**config.mk**
```make
export PLATFORM = sky130hd
export DESIGN_NAME = if_prefetch_queue_flat
export DESIGN_NICKNAME = d
export VERILOG_FILES = /design/src/rtl/if_prefetch_queue_if.sv /design/src/rtl/if_prefetch_queue.sv /design/src/flat_wrapper.sv
export SDC_FILE = /design/constraint.sdc
export NUM_CORES = 1
export LEC_CHECK = 0
export ABC_AREA = 1
export CAP_MARGIN = 30
export CORE_ASPECT_RATIO = 0.8
export CORE_MARGIN = 2
export CORE_UTILIZATION = 51
export DETAILED_ROUTE_END_ITERATION = 16
export GPL_TIMING_DRIVEN = 0
export PLACE_DENSITY = 0.73
export SYNTH_ARGS = -nofsm -noshare
export SYNTH_HDL_FRONTEND = slang
export SYNTH_SLANG_ARGS = --single-unit
```
**constraint.sdc**
```tcl
create_clock -name Clk -period 4 [get_ports Clk]
set_input_delay 0.4 -clock Clk [delete_from_list [all_inputs] [get_ports Clk]]
set_output_delay 0.4 -clock Clk [all_outputs]
set_load 0.02 [all_outputs]
```
**src/rtl/if_prefetch_queue_if.sv**
```systemverilog
// Fetch-stage bus bundle: imem request/response channel and the decode-facing instruction port.
// master = fetch stage, slave = memory + decode side.
interface if_prefetch_queue_if #(
    parameter int XLEN = 32,
    parameter int AW   = 32
);
    logic            imem_req_valid;
    logic            imem_req_ready;
    logic [AW-1:0]   imem_req_addr;
    logic            imem_rsp_valid;
    logic [XLEN-1:0] imem_rsp_data;
    logic            inst_valid;
    logic            inst_ready;
    logic [XLEN-1:0] Instruction;
    logic [AW-1:0]   pc_current;

    modport master (
        output imem_req_valid, imem_req_addr, inst_valid, Instruction, pc_current,
        input  imem_req_ready, imem_rsp_valid, imem_rsp_data, inst_ready
    );

    modport slave (
        input  imem_req_valid, imem_req_addr, inst_valid, Instruction, pc_current,
        output imem_req_ready, imem_rsp_valid, imem_rsp_data, inst_ready
    );
endinterface

```
**src/rtl/if_prefetch_queue.sv**
```systemverilog
// Instruction-fetch stage: in-order imem fetches with credit-based flow control into a
// prefetch queue of {pc, word}; taken branches flush the queue and drop in-flight responses.
module if_prefetch_queue #(
    parameter int            XLEN     = 32,
    parameter int            AW       = 32,
    parameter int            DEPTH    = 4,
    parameter int            MAX_OUT  = 2,
    parameter logic [AW-1:0] RESET_PC = '0
) (
    input  logic                 Clk,
    input  logic                 Rst_n,
    input  logic                 IsBranchTaken,
    input  logic [AW-1:0]        BranchPC,
    if_prefetch_queue_if.master  bus
);
    localparam int STRIDE = XLEN / 8;
    localparam int CNT_W  = $clog2(MAX_OUT + 1);
    localparam int QC_W   = $clog2(DEPTH + 1);
    localparam int PTR_W  = $clog2(DEPTH);
    localparam int SUM_W  = ((QC_W > CNT_W) ? QC_W : CNT_W) + 1;

    localparam logic [AW-1:0] ALIGN_MASK = ~(AW'(STRIDE - 1));
    localparam logic [AW-1:0] RESET_ALN  = RESET_PC & ALIGN_MASK;

    logic [AW-1:0]    fetch_pc;
    logic [AW-1:0]    rsp_pc;
    logic [CNT_W-1:0] outstanding;
    logic [CNT_W-1:0] drop_cnt;
    logic [CNT_W-1:0] out_nxt;
    logic [QC_W-1:0]  q_count;
    logic [PTR_W-1:0] wr_ptr;
    logic [PTR_W-1:0] rd_ptr;
    logic [XLEN-1:0]  q_data [DEPTH];
    logic [AW-1:0]    q_pc   [DEPTH];

    logic [SUM_W-1:0] in_flight;
    logic             req_valid;
    logic             req_fire;
    logic             rsp_take;
    logic             enq;
    logic             deq;
    logic             head_valid;

    // Entries already queued plus responses still owed that will actually be kept.
    assign in_flight = SUM_W'(q_count) + SUM_W'(outstanding) - SUM_W'(drop_cnt);

    assign req_valid  = Rst_n && !IsBranchTaken && (outstanding < CNT_W'(MAX_OUT))
                        && (in_flight < SUM_W'(DEPTH));
    assign req_fire   = req_valid && bus.imem_req_ready;
    // A response with nothing outstanding can only be left over from before reset.
    assign rsp_take   = bus.imem_rsp_valid && (outstanding != '0);
    assign enq        = rsp_take && (drop_cnt == '0) && !IsBranchTaken;
    assign head_valid = (q_count != '0);
    assign deq        = head_valid && bus.inst_ready && !IsBranchTaken;
    assign out_nxt    = outstanding + CNT_W'(req_fire) - CNT_W'(rsp_take);

    assign bus.imem_req_valid = req_valid;
    assign bus.imem_req_addr  = fetch_pc;
    assign bus.inst_valid     = head_valid;
    assign bus.Instruction    = head_valid ? q_data[rd_ptr] : '0;
    assign bus.pc_current     = head_valid ? q_pc[rd_ptr]   : '0;

    always_ff @(posedge Clk) begin
        if (!Rst_n) begin
            fetch_pc    <= RESET_ALN;
            rsp_pc      <= RESET_ALN;
            outstanding <= '0;
            drop_cnt    <= '0;
            q_count     <= '0;
            wr_ptr      <= '0;
            rd_ptr      <= '0;
        end else begin
            outstanding <= out_nxt;
            if (IsBranchTaken) begin
                fetch_pc <= BranchPC & ALIGN_MASK;
                rsp_pc   <= BranchPC & ALIGN_MASK;
                drop_cnt <= out_nxt;
                q_count  <= '0;
                wr_ptr   <= '0;
                rd_ptr   <= '0;
            end else begin
                if (req_fire) begin
                    fetch_pc <= fetch_pc + AW'(STRIDE);
                end
                if (rsp_take && (drop_cnt != '0)) begin
                    drop_cnt <= drop_cnt - CNT_W'(1);
                end
                if (enq) begin
                    wr_ptr <= wr_ptr + PTR_W'(1);
                    rsp_pc <= rsp_pc + AW'(STRIDE);
                end
                if (deq) begin
                    rd_ptr <= rd_ptr + PTR_W'(1);
                end
                q_count <= q_count + QC_W'(enq) - QC_W'(deq);
            end
        end
    end

    always_ff @(posedge Clk) begin
        if (Rst_n && enq) begin
            q_data[wr_ptr] <= bus.imem_rsp_data;
            q_pc[wr_ptr]   <= rsp_pc;
        end
    end
endmodule

```
**src/flat_wrapper.sv**
```systemverilog
// flat-port wrapper written by rule: the top's interface ports become plain ports
module if_prefetch_queue_flat 
#(
    parameter int            XLEN     = 32,
    parameter int            AW       = 32,
    parameter int            DEPTH    = 4,
    parameter int            MAX_OUT  = 2,
    parameter logic [AW-1:0] RESET_PC = '0
)
  (Clk, Rst_n, IsBranchTaken, BranchPC, bus_imem_req_valid, bus_imem_req_addr, bus_inst_valid, bus_Instruction, bus_pc_current, bus_imem_req_ready, bus_imem_rsp_valid, bus_imem_rsp_data, bus_inst_ready);
  if_prefetch_queue_if #(.XLEN(XLEN), .AW(AW)) bus_i ();
  input  logic Clk;
  input  logic Rst_n;
  input  logic IsBranchTaken;
  input  logic [AW-1:0] BranchPC;
  output wire logic [$bits(bus_i.imem_req_valid)-1:0] bus_imem_req_valid;
  output wire logic [$bits(bus_i.imem_req_addr)-1:0] bus_imem_req_addr;
  output wire logic [$bits(bus_i.inst_valid)-1:0] bus_inst_valid;
  output wire logic [$bits(bus_i.Instruction)-1:0] bus_Instruction;
  output wire logic [$bits(bus_i.pc_current)-1:0] bus_pc_current;
  input wire logic [$bits(bus_i.imem_req_ready)-1:0] bus_imem_req_ready;
  input wire logic [$bits(bus_i.imem_rsp_valid)-1:0] bus_imem_rsp_valid;
  input wire logic [$bits(bus_i.imem_rsp_data)-1:0] bus_imem_rsp_data;
  input wire logic [$bits(bus_i.inst_ready)-1:0] bus_inst_ready;
  assign bus_imem_req_valid = bus_i.imem_req_valid;
  assign bus_imem_req_addr = bus_i.imem_req_addr;
  assign bus_inst_valid = bus_i.inst_valid;
  assign bus_Instruction = bus_i.Instruction;
  assign bus_pc_current = bus_i.pc_current;
  assign bus_i.imem_req_ready = bus_imem_req_ready;
  assign bus_i.imem_rsp_valid = bus_imem_rsp_valid;
  assign bus_i.imem_rsp_data = bus_imem_rsp_data;
  assign bus_i.inst_ready = bus_inst_ready;
  if_prefetch_queue #(.XLEN(XLEN), .AW(AW), .DEPTH(DEPTH), .MAX_OUT(MAX_OUT), .RESET_PC(RESET_PC)) u_core (.Clk(Clk), .Rst_n(Rst_n), .IsBranchTaken(IsBranchTaken), .BranchPC(BranchPC), .bus(bus_i));
endmodule
```
==> impl_metrics.tcl <==
set metrics [dict create \
    outcome "finished clean" \
    edff_count_synth 248 \
    synth.top_cells.by_area "sky130_fd_sc_hd__edfxtp_1 (51%), sky130_fd_sc_hd__dfxtp_1 (10%), sky130_fd_sc_hd__nor2_1 (9.5%)" \
    slowest_delay_ns 0.67 \
    chipWidth_um 193 \
    row_count 55 \
    route.antenna.remaining_nets 0 \
    antenna_found_initial 0 \
    detailroute.wirelength.met2_um 17300 \
    hold_viol 0 \
    h-tree-depth 1 \
    routed-wl-met3_um 3550 \
    wl_per_cell_um 17.5 \
    track_usage_pct 25.4 \
    area_growth_pct 22.4 \
    cts.repair_timing.setup_buffer_count 0 \
    filler_cell_count 2281 \
    max_freq_ghz 0.273 \
    slew_violations 0 \
    max_clock_skew_ns 0.0102 \
    post-place-cells 2136 \
    routabilityCongestion 0.906 \
    netSwitchingFraction_pct 25.5 \
    vdd_drop_max_uv 329 \
    vias 11900 \
    period_needed_ns 3.67 \
    num_io_pins 168 \
    port_buffers 160 \
    worst_slew_pin_slew_ns 0.747 \
    per_instance_average_area_after_synthesis_um2 9.16 \
    pwr-share-clk_pct 36.2 \
    clock_insertion_delay_worst_skew_ns 0.58 \
    tritoncts_clock_tree "yes" \
    top_routing_layer_in_use "met4" \
    detailedRoute.firstPassIterationCount 7 \
    warning_count_from_the_yosys_run 0 \
    crit_path_max_fanout 10 \
    setup_viol_count_final 0 \
    netlist-cell-type-count 39 \
    worstPathArrival_ns 3.27 \
    design.final.nets 1885 \
    cts_buffers 31 \
    syn_inst 1593 \
    power.density_mw_per_mm2 424 \
    postCtsHoldBufs 0 \
    die_h_um 155 \
    first_iter_violations 1289 \
    crit_path_start_kind "flop" \
    clk_pin_slew_ns 0.06 \
    cellLeakagePower_nw 6.43 \
    initial_core_util_pct 51.7 \
    part_of_the_power_in_combinational_logic_pct 13.0 \
    relSlewSlack_pct 50.2 \
    mappedNetlistArea_mm2 0.0146 \
    drt-vias-per-instance 5.45 \
    critical_path.cell_chain "buf_2 -> inv_2 -> clkbuf_1 -> clkbuf_1 -> o21ai_0 -> a21oi_1 -> clkdlybuf4s50_1" \
    synth-async-reset-ratio_pct 0 \
    detail_route.wirelength_um 38400 \
    route.layer.met1.wl_um 16300 \
    cts_num_sinks 321 \
    rsz0062_at_grt "no" \
    grt_pass1_vias 11100 \
    min-delay-path-class "input pin to flop" \
    fraction_of_synthesized_cell_area_taken_by_the_top_area_cell_type_pct 51.1 \
    endpoint_kind "primary output" \
    layoutNonFillerInstCount 2190 \
    synth-seq-cells 321 \
    drv.max_cap_violation_count 0 \
    synth_sequential_area_ratio_pct 61.1 \
    crit_family "buffers and inverters" \
    root_buffer "sky130_fd_sc_hd__clkbuf_16" \
    worstPathBufferInverterCount 5 \
    final.hold.worst_slack_ns 0.194 \
    critPathSlowestCell "sky130_fd_sc_hd__clkdlybuf4s50_1" \
    grt_pass1_wl_um 58900 \
    grt.overflow.total 0 \
    synthTopCellsByCount "sky130_fd_sc_hd__nor2_1 (370), sky130_fd_sc_hd__nand2_1 (280), sky130_fd_sc_hd__edfxtp_1 (248)" \
    timing.final.crit_share_pct 91.6 \
    worstPathRequired_ns 3.60 \
    post_cts_resize_count 0 \
    fp.dieArea_mm2 0.0300 \
    timing.critical_path.mode_cell "sky130_fd_sc_hd__clkbuf_1" \
    cts_max_path_buffers 3 \
    yosys.cell_count.top_type "sky130_fd_sc_hd__nor2_1" \
    fin_util_pct 63.3 \
    place.detailed.hpwl_um 26500 \
    synth_top_area_cell "sky130_fd_sc_hd__edfxtp_1" \
    num_antenna_cells 0 \
    placeableCoreArea_mm2 0.0282 \
    grt_start_max_net_pins 30 \
    drive_above_1_share_pct 5.71 \
    intPower_w 0.00564 \
    drc 0 \
    worst-setup-path-type "flop to primary output" \
    switching_power_w 0.00193 \
    synthFlopType "sky130_fd_sc_hd__edfxtp_1" \
    p_seq_share_pct 50.8 \
]
path summary, 6_finish.rpt:
path         slack [ns]                  to         startpoint  depth (start not counted)
max reg2reg        0.99  u_core.drop_cnt[1]  u_core.q_count[1]                         19
min                0.19  u_core.drop_cnt[1]              Rst_n                          3
min reg2reg        0.48                flop   u_core.rd_ptr[1]                          2
max                0.33  bus_pc_current[19]               flop                          7
cells by family after synthesis:
logic type | Yosys count | synth area share, %
and+or+nand+nor | 773 | 21.4
DFF | 321 | 61.1
AOI/OAI and AO/OA | 289 | 10.1
buffers and inverters | 178 | 4.97
adders and majority gates | 16 | 1.48
xor gates and xnor gates | 15 | 0.901
other | 1 | 0.0257
cell type report:
class	instances	area [µm²]	share of cell area, %
plain buffers	76	342	1.91
clock buffers	43	851	4.77
clock inverters	11	91.3	0.512
inverters	102	383	2.14
multi-input cells	1097	5000	28.0
flip-flops and latches	321	8910	49.9
well taps	370	463	2.59
repair buffers	170	1820	10.2
routing by layer:
metal  vias up  global-route usage (%)
met4         0                    8.15
met2       591                    40.5
met3        87                    3.56
met1      5496                    36.2
met5         -                       0
li1       5756                       -
state kept, by name (all words and copies together) (netlist names), named ones only:
register / flops
u_core.outstanding: 2
u_core.drop_cnt: 2
u_core.q_data: 128
u_core.q_count: 3
u_core.q_pc: 120
u_core.rd_ptr: 2
u_core.wr_ptr: 2
u_core.rsp_pc: 30
u_core.bus.imem_req_addr: 30
power by group through the flow:
stage	Clock [W]	Combinational (W)	Sequential [W]
floorplan	0	0.000557	0.00390
global placement	0	0.000928	0.00391
detailed placement	0	0.000967	0.00390
CTS	0.00277	0.000981	0.00384
global route	0.00290	0.00109	0.00385
finish	0.00274	0.000987	0.00384
tightest hold or removal path, cell delays in order:
cell and delay [ns]:
sky130_fd_sc_hd__clkbuf_2 0.17, sky130_fd_sc_hd__o21ai_0 0.11, sky130_fd_sc_hd__a21oi_1 0.04
metrics by stage:
stage / power (W) / setup slack, ns / TNS, ns / cell area, µm²
final: 0.00757 / 0.334 / 0 / 17800
after global routing: 0.00785 / 0.176 / 0 / 17800
after CTS: 0.00758 / 0.287 / 0 / 17800
after detailed placement: 0.00487 / 0.526 / 0 / 16900
after global placement: 0.00483 / -3.01 / -732.54 / 16700
after floorplan: 0.00446 / -0.210 / -51.96 / 14600
placed cells by master (no fill, tap or decap), types with 8 or more instances in the layout:
cell type | Yosys | layout
sky130_fd_sc_hd__nor2_1 | 370 | 366
sky130_fd_sc_hd__nand2_1 | 280 | 280
sky130_fd_sc_hd__edfxtp_1 | 248 | 248
sky130_fd_sc_hd__o21ai_0 | 167 | 167
sky130_fd_sc_hd__clkdlybuf4s50_1 | 0 | 160
sky130_fd_sc_hd__a21oi_1 | 101 | 101
sky130_fd_sc_hd__inv_1 | 94 | 94
sky130_fd_sc_hd__nand3_1 | 78 | 78
sky130_fd_sc_hd__dfxtp_1 | 73 | 73
sky130_fd_sc_hd__clkbuf_1 | 46 | 55
sky130_fd_sc_hd__clkbuf_16 | 0 | 31
sky130_fd_sc_hd__a31oi_1 | 15 | 15
sky130_fd_sc_hd__buf_2 | 14 | 14
sky130_fd_sc_hd__ha_1 | 14 | 14
sky130_fd_sc_hd__nor3_1 | 13 | 13
sky130_fd_sc_hd__xor2_1 | 10 | 10
sky130_fd_sc_hd__inv_2 | 8 | 8
sky130_fd_sc_hd__clkinv_1 | 0 | 8
Power figures use the tool's default switching activity.
